### src/rtl/fp_normalize_if.sv
// fp_normalize_if: sample-in / float-fields-out handshake bundle for fp_normalize
interface fp_normalize_if;
  logic        in_valid;
  logic        in_ready;
  logic [11:0] sample_in;
  logic        out_valid;
  logic        out_ready;
  logic        sign_out;
  logic [2:0]  exponent_out;
  logic [3:0]  significand_out;
  logic        fifth_bit_out;
  modport master (
    output in_valid, sample_in, out_ready,
    input  in_ready, out_valid, sign_out, exponent_out, significand_out, fifth_bit_out
  );
  modport slave (
    input  in_valid, sample_in, out_ready,
    output in_ready, out_valid, sign_out, exponent_out, significand_out, fifth_bit_out
  );
endinterface

### src/rtl/fp_normalize.sv
// fp_normalize: 12-bit two's-complement sample to sign/exp/significand/round-bit, one shift per cycle
module fp_normalize (
  input logic            clk,
  input logic            rst_n,
  fp_normalize_if.slave  bus
);
  typedef enum logic [1:0] {IDLE, ABS, NORM, DONE} state_t;
  state_t      state, state_nx;
  logic [11:0] raw_q;
  logic [10:0] mag_q, mag_abs;
  logic [2:0]  exp_q;
  logic        norm_done;
  logic        out_valid_q, sign_q, fifth_q;
  logic [2:0]  exp_out_q;
  logic [3:0]  sig_q;
  // -2048 has no positive counterpart in 12 bits, so it clamps to 2047
  assign mag_abs   = !raw_q[11] ? raw_q[10:0] :
                     (raw_q[10:0] == 11'd0) ? 11'h7FF : ~raw_q[10:0] + 11'd1;
  assign norm_done = mag_q[10] | (exp_q == 3'd0);
  assign bus.in_ready        = (state == IDLE) & rst_n;
  assign bus.out_valid       = out_valid_q;
  assign bus.sign_out        = sign_q;
  assign bus.exponent_out    = exp_out_q;
  assign bus.significand_out = sig_q;
  assign bus.fifth_bit_out   = fifth_q;
  // state register
  always_ff @(posedge clk or negedge rst_n)
    if (!rst_n) state <= IDLE;
    else        state <= state_nx;
  // next-state decode
  always_comb begin
    state_nx = state;
    case (state)
      IDLE:    state_nx = bus.in_valid ? ABS : IDLE;
      ABS:     state_nx = NORM;
      NORM:    state_nx = norm_done ? DONE : NORM;
      DONE:    state_nx = bus.out_ready ? IDLE : DONE;
      default: state_nx = IDLE;
    endcase
  end
  // capture, absolute value, normalising shift and result registers
  always_ff @(posedge clk or negedge rst_n)
    if (!rst_n) begin
      raw_q       <= '0;
      mag_q       <= '0;
      exp_q       <= '0;
      out_valid_q <= 1'b0;
      sign_q      <= 1'b0;
      exp_out_q   <= '0;
      sig_q       <= '0;
      fifth_q     <= 1'b0;
    end else begin
      case (state)
        IDLE: if (bus.in_valid) raw_q <= bus.sample_in;
        ABS: begin
          mag_q <= mag_abs;
          exp_q <= 3'd7;
        end
        NORM: if (norm_done) begin
          sig_q       <= mag_q[10:7];
          fifth_q     <= mag_q[6];
          exp_out_q   <= exp_q;
          sign_q      <= raw_q[11];
          out_valid_q <= 1'b1;
        end else begin
          mag_q <= {mag_q[9:0], 1'b0};
          exp_q <= exp_q - 3'd1;
        end
        DONE: if (bus.out_ready) out_valid_q <= 1'b0;
        default: ;
      endcase
    end
endmodule

### src/flat_wrapper.sv
// flat-port wrapper written by rule: the top's interface ports become plain ports
module fp_normalize_flat 
  (clk, rst_n, bus_in_valid, bus_sample_in, bus_out_ready, bus_in_ready, bus_out_valid, bus_sign_out, bus_exponent_out, bus_significand_out, bus_fifth_bit_out);
  fp_normalize_if bus_i ();
  input logic clk;
  input logic rst_n;
  input wire logic [$bits(bus_i.in_valid)-1:0] bus_in_valid;
  input wire logic [$bits(bus_i.sample_in)-1:0] bus_sample_in;
  input wire logic [$bits(bus_i.out_ready)-1:0] bus_out_ready;
  output wire logic [$bits(bus_i.in_ready)-1:0] bus_in_ready;
  output wire logic [$bits(bus_i.out_valid)-1:0] bus_out_valid;
  output wire logic [$bits(bus_i.sign_out)-1:0] bus_sign_out;
  output wire logic [$bits(bus_i.exponent_out)-1:0] bus_exponent_out;
  output wire logic [$bits(bus_i.significand_out)-1:0] bus_significand_out;
  output wire logic [$bits(bus_i.fifth_bit_out)-1:0] bus_fifth_bit_out;
  assign bus_i.in_valid = bus_in_valid;
  assign bus_i.sample_in = bus_sample_in;
  assign bus_i.out_ready = bus_out_ready;
  assign bus_in_ready = bus_i.in_ready;
  assign bus_out_valid = bus_i.out_valid;
  assign bus_sign_out = bus_i.sign_out;
  assign bus_exponent_out = bus_i.exponent_out;
  assign bus_significand_out = bus_i.significand_out;
  assign bus_fifth_bit_out = bus_i.fifth_bit_out;
  fp_normalize u_core (.clk(clk), .rst_n(rst_n), .bus(bus_i));
endmodule
### config.mk
export PLATFORM = sky130hd
export DESIGN_NAME = fp_normalize_flat
export DESIGN_NICKNAME = d
export VERILOG_FILES = /design/src/rtl/fp_normalize_if.sv /design/src/rtl/fp_normalize.sv /design/src/flat_wrapper.sv
export SDC_FILE = /design/constraint.sdc
export NUM_CORES = 1
export LEC_CHECK = 0
export BUFFER_PORTS_ARGS = -buffer_cell sky130_fd_sc_hd__buf_4
export CAP_MARGIN = 20
export CORE_UTILIZATION = 47
export CTS_CLUSTER_SIZE = 8
export DETAILED_ROUTE_END_ITERATION = 16
export GPL_TIMING_DRIVEN = 0
export PLACE_DENSITY_LB_ADDON = 0.1
export SLEW_MARGIN = 20
export SYNTH_ARGS = -nofsm -noshare
export SYNTH_HDL_FRONTEND = slang
export SYNTH_SLANG_ARGS = --single-unit
### constraint.sdc
create_clock -name clk -period 2.5 [get_ports clk]
set_clock_uncertainty 0.1 [all_clocks]
set_input_delay 0.375 -clock clk [delete_from_list [all_inputs] [get_ports clk]]
set_output_delay 0.375 -clock clk [all_outputs]
set_load 0.02 [all_outputs]
==> impl_metrics.prom <==
# TYPE chip_impl_metric gauge
chip_impl_metric{name="final_layout_size_suffix_gt1_share",unit="%"} 29.17
chip_impl_metric{name="relSlewSlack",unit="%"} 58.41
chip_impl_info{name="synth.largest_area_cell",value="dfrtp_1"} 1
chip_impl_info{name="slowest_stage",value="dfrtp_1"} 1
chip_impl_metric{name="drt-total-wl",unit="mm"} 4.137
chip_impl_info{name="cp_cell_sequence",value="inv_1, ha_1, nor2b_1, or2_2, clkbuf_1, nand2_1, mux2_2"} 1
chip_impl_metric{name="area_enclosed_by_the_die_boundary",unit="µm²"} 4475
chip_impl_info{name="worstReg2RegStart",value="u_core.exp_q[0]"} 1
chip_impl_metric{name="post_cts_buffers",unit=""} 0
chip_impl_metric{name="syn_inst",unit=""} 182
chip_impl_metric{name="setup_tns",unit="ns"} 0
chip_impl_metric{name="fp.dieH",unit="µm"} 66.90
chip_impl_metric{name="clk_pin_slew",unit="ns"} 0.07
chip_impl_metric{name="starting_density_of_the_core",unit="%"} 49.13
chip_impl_metric{name="synth.yosys.seq_area_share",unit="%"} 48.04
chip_impl_info{name="tritoncts",value="built"} 1
chip_impl_info{name="cts.root.buffer_cell",value="clkbuf_8"} 1
chip_impl_info{name="timing.rr.end",value="u_core.bus.significand_out[2]"} 1
chip_impl_metric{name="worst-slew-pin-transition",unit="ns"} 0.6187
chip_impl_info{name="unrepaired_setup_endpoints_after_global_routing",value="no"} 1
chip_impl_metric{name="synthesis.nets",unit=""} 201
chip_impl_metric{name="synth.distinct_cells",unit=""} 49
chip_impl_metric{name="synth_area",unit="µm²"} 1979
chip_impl_metric{name="num_rows",unit=""} 23
chip_impl_metric{name="achievable-frequency",unit="GHz"} 0.4436
chip_impl_metric{name="nNetsFinal",unit=""} 235
chip_impl_metric{name="critical_path.max_fanout",unit=""} 9
chip_impl_metric{name="critPathArrivalTime",unit="ns"} 2.33
chip_impl_metric{name="wl_per_cell",unit="µm"} 15.55
chip_impl_metric{name="pin_count_of_the_biggest_net_entering_global_routing",unit=""} 40
chip_impl_metric{name="ys.warnings.count",unit=""} 0
chip_impl_info{name="top_reg_cell_synth",value="dfrtp_1"} 1
chip_impl_metric{name="die_width",unit="µm"} 66.90
chip_impl_metric{name="slowest_cell_delay_on_critical_path",unit="ns"} 0.40
chip_impl_metric{name="floorplan.io_pins",unit=""} 27
chip_impl_info{name="critical_path_start_end_classification",value="reg2reg"} 1
chip_impl_metric{name="synth_top_area_share",unit="%"} 48.04
chip_impl_info{name="crit_path_start_kind",value="flip-flop"} 1
chip_impl_metric{name="worst-r2r-cell-count",unit=""} 7
chip_impl_metric{name="number_of_buffers_created_by_cts",unit=""} 5
chip_impl_metric{name="holdWs",unit="ns"} 0.1903
chip_impl_metric{name="core",unit="µm²"} 4029
chip_impl_info{name="setup.worst_path.start",value="u_core.exp_q[0]"} 1
chip_impl_metric{name="htree_levels",unit=""} 2
chip_impl_metric{name="antenna_cells_inserted",unit=""} 0
chip_impl_metric{name="maxCapViolations",unit=""} 0
chip_impl_metric{name="synth-async-reset-ratio",unit="%"} 100.0
chip_impl_metric{name="fillCellCount",unit=""} 376
chip_impl_metric{name="critPathRequiredTime",unit="ns"} 2.58
chip_impl_metric{name="place_congestion",unit=""} 0.9108
chip_impl_info{name="min_from",value="bus_sample_in[11]"} 1
chip_impl_metric{name="drtIter0Drc",unit=""} 89
chip_impl_info{name="synth.top_cells.by_count",value="dfrtp_1 (38), mux2_2 (17), clkbuf_1 (10), nand2_1 (10), nor2_1 (9)"} 1
chip_impl_metric{name="finished_layout_cell_area",unit="µm²"} 2326
chip_impl_metric{name="irDropWorstVdd",unit="V"} 0.0005607
chip_impl_info{name="dominant_cell_by_count_in_the_synthesized_netlist",value="dfrtp_1"} 1
chip_impl_metric{name="p_leak",unit="nW"} 0.9711
chip_impl_metric{name="grt.overflow.total",unit=""} 0
chip_impl_metric{name="drt.antenna.violating_nets",unit=""} 0
chip_impl_metric{name="routed-via-count",unit=""} 1542
chip_impl_metric{name="p_per_area",unit="nW/µm²"} 1333
chip_impl_metric{name="clock_path_buffers",unit=""} 2
chip_impl_metric{name="dpl-instance-area",unit="µm²"} 2237
chip_impl_metric{name="timing.final.max_slew_violations",unit=""} 0
chip_impl_metric{name="period_utilization",unit="%"} 90.17
chip_impl_metric{name="syn_area_per_cell",unit="µm²"} 10.88
chip_impl_metric{name="clkLatencyLatePin",unit="ns"} 0.29
chip_impl_metric{name="grt_first_pass_wirelength",unit="mm"} 6.831
chip_impl_metric{name="synth-seq-cells",unit=""} 38
chip_impl_metric{name="first_global_vias",unit=""} 1551
chip_impl_metric{name="grt_antenna_before_repair",unit=""} 0
chip_impl_metric{name="clock_sinks",unit=""} 38
chip_impl_metric{name="placement.io_buffers",unit=""} 26
chip_impl_metric{name="post-route-drc-count",unit=""} 0
chip_impl_metric{name="area.growth.synth_to_final",unit="%"} 17.51
chip_impl_metric{name="via_per_inst",unit=""} 5.797
chip_impl_metric{name="placement.setup.worst_slack",unit="ns"} 0.2330
chip_impl_metric{name="number_of_hold_violations_in_the_final_report",unit=""} 0
chip_impl_info{name="biggest_area_contributors_in_the_synthesized_netlist",value="dfrtp_1 (48%), mux2_2 (9.7%), mux2_1 (2.3%), clkbuf_1 (1.9%), ha_1 (1.9%)"} 1
chip_impl_info{name="hold_path.class",value="in2reg"} 1
chip_impl_metric{name="hpwlAfterDp",unit="mm"} 2.994
chip_impl_info{name="crit_end",value="u_core.bus.significand_out[2]"} 1
chip_impl_metric{name="timing.final.setup_violations",unit=""} 0
chip_impl_metric{name="drt_first_pass_iters",unit=""} 4
chip_impl_metric{name="worst_slack",unit="ns"} 0.2456
chip_impl_metric{name="timing.final.crit_period",unit="ns"} 2.254
chip_impl_info{name="worst_setup_path_end_kind",value="flip-flop"} 1
chip_impl_metric{name="synth_enable_flop_cells",unit=""} 0
chip_impl_info{name="status",value="finished, final reports clean"} 1
chip_impl_metric{name="reg2reg_slack",unit="ns"} 0.25
chip_impl_metric{name="globalRouteTotalUtil",unit="%"} 20.64
## timing repair
item	4_1_cts	5_1_grt
resized for setup	0	0
hold buffers	1	0
endpoints found under the hold margin	38	0
## logic make-up (layout without fill, tap and decap cells)
family	Yosys count	in the layout	synth area share, %
flops	38	38	48.04
fa+ha+maj	3	3	1.897
buf+inv	20	54	4.551
compound gates	44	44	16.63
xor+xnor	4	4	1.770
mux	22	22	12.45
simple gates	51	51	14.67
## critical path, delay by kind of cell (launching register included)
kind | cells | cell delay [ns]
mux | 1 | 0.36
fa+ha+maj | 1 | 0.16
simple gates | 3 | 0.78
flops | 1 | 0.40
buf+inv | 2 | 0.34
## layout by cell type (no fill, tap or decap), types with 2 or more instances in the layout
cell type,Yosys,layout
buf_6,2,2
mux2_1,4,4
a22o_1,3,3
or2_2,2,2
clkbuf_8,0,5
nor2_1,9,9
and2_1,2,2
nor3_1,6,6
dfrtp_1,38,38
a2bb2oi_1,2,2
nor4_1,3,3
o211ai_1,3,3
nand2b_1,3,3
xor2_1,3,3
inv_1,7,7
o41ai_1,2,2
o21ai_0,7,7
nor2b_1,3,3
a31o_2,2,2
o22a_1,2,2
clkinv_2,0,2
mux2_2,17,17
buf_4,0,26
ha_1,3,3
a21oi_1,6,6
nand2_1,10,10
a41oi_1,2,2
a31oi_1,3,3
o221ai_1,2,2
nor3b_1,2,2
a211oi_2,2,2
clkbuf_1,10,10
or3_1,3,3
## stage by stage
| stage | total power [mW] | instances | util, % |
|---|---|---|---|
| after floorplan | 2.262 | 182 | - |
| after global placement | 2.637 | 258 | 55.53 |
| after detailed placement | 2.710 | 258 | 55.53 |
| after CTS | 3.116 | 266 | 57.73 |
| after global routing | 3.338 | 266 | 57.73 |
| final | 3.100 | 266 | 57.73 |
## state kept, by name, indices dropped and copies added, names as in the netlist
name	cells
u_core.bus.fifth_bit_out	1
u_core.bus.sign_out	1
u_core.bus.significand_out	4
u_core.raw_q	12
u_core.state	2
u_core.bus.out_valid	1
u_core.bus.exponent_out	3
u_core.exp_q	3
u_core.mag_q	11
## worst min path at each step
stage	slack [ns]	to	cells past startpoint
finish	0.19	u_core.raw_q[11]	3
global route	0.19	u_core.raw_q[11]	3
CTS	0.19	u_core.raw_q[11]	3
detailed placement	0.28	u_core.bus.significand_out[0]	1
global placement	0.26	u_core.bus.significand_out[2]	1
floorplan	-0.02	u_core.bus.exponent_out[0]	0
## layer usage
layer  GRT usage [%]  vias to the layer above  wire, µm
met1           22.51                      751      1798
li1                -                      739         -
met3           4.623                       12       170
met4           10.37                        0       106
met5               0                        -         0
met2           36.99                       40      2062
## report_power, final
group / switching (mW) / internal (mW) / total [mW]
sequential: 0.258 / 0.909 / 1.17
combinational: 0.800 / 0.734 / 1.53
clock: 0.211 / 0.187 / 0.398
## area by class of cell
cell class,count,area [µm²],area share (%)
flip-flops and latches,38,950.9,40.88
multi-input cells,124,938.4,40.34
repair buffers,27,205.2,8.822
clock buffers,5,68.82,2.959
well taps,50,62.56,2.690
plain buffers,12,60.06,2.582
inverters,8,30.03,1.291
clock inverters,2,10.01,0.4303
Note: power is estimated with default switching activity, not from simulation.
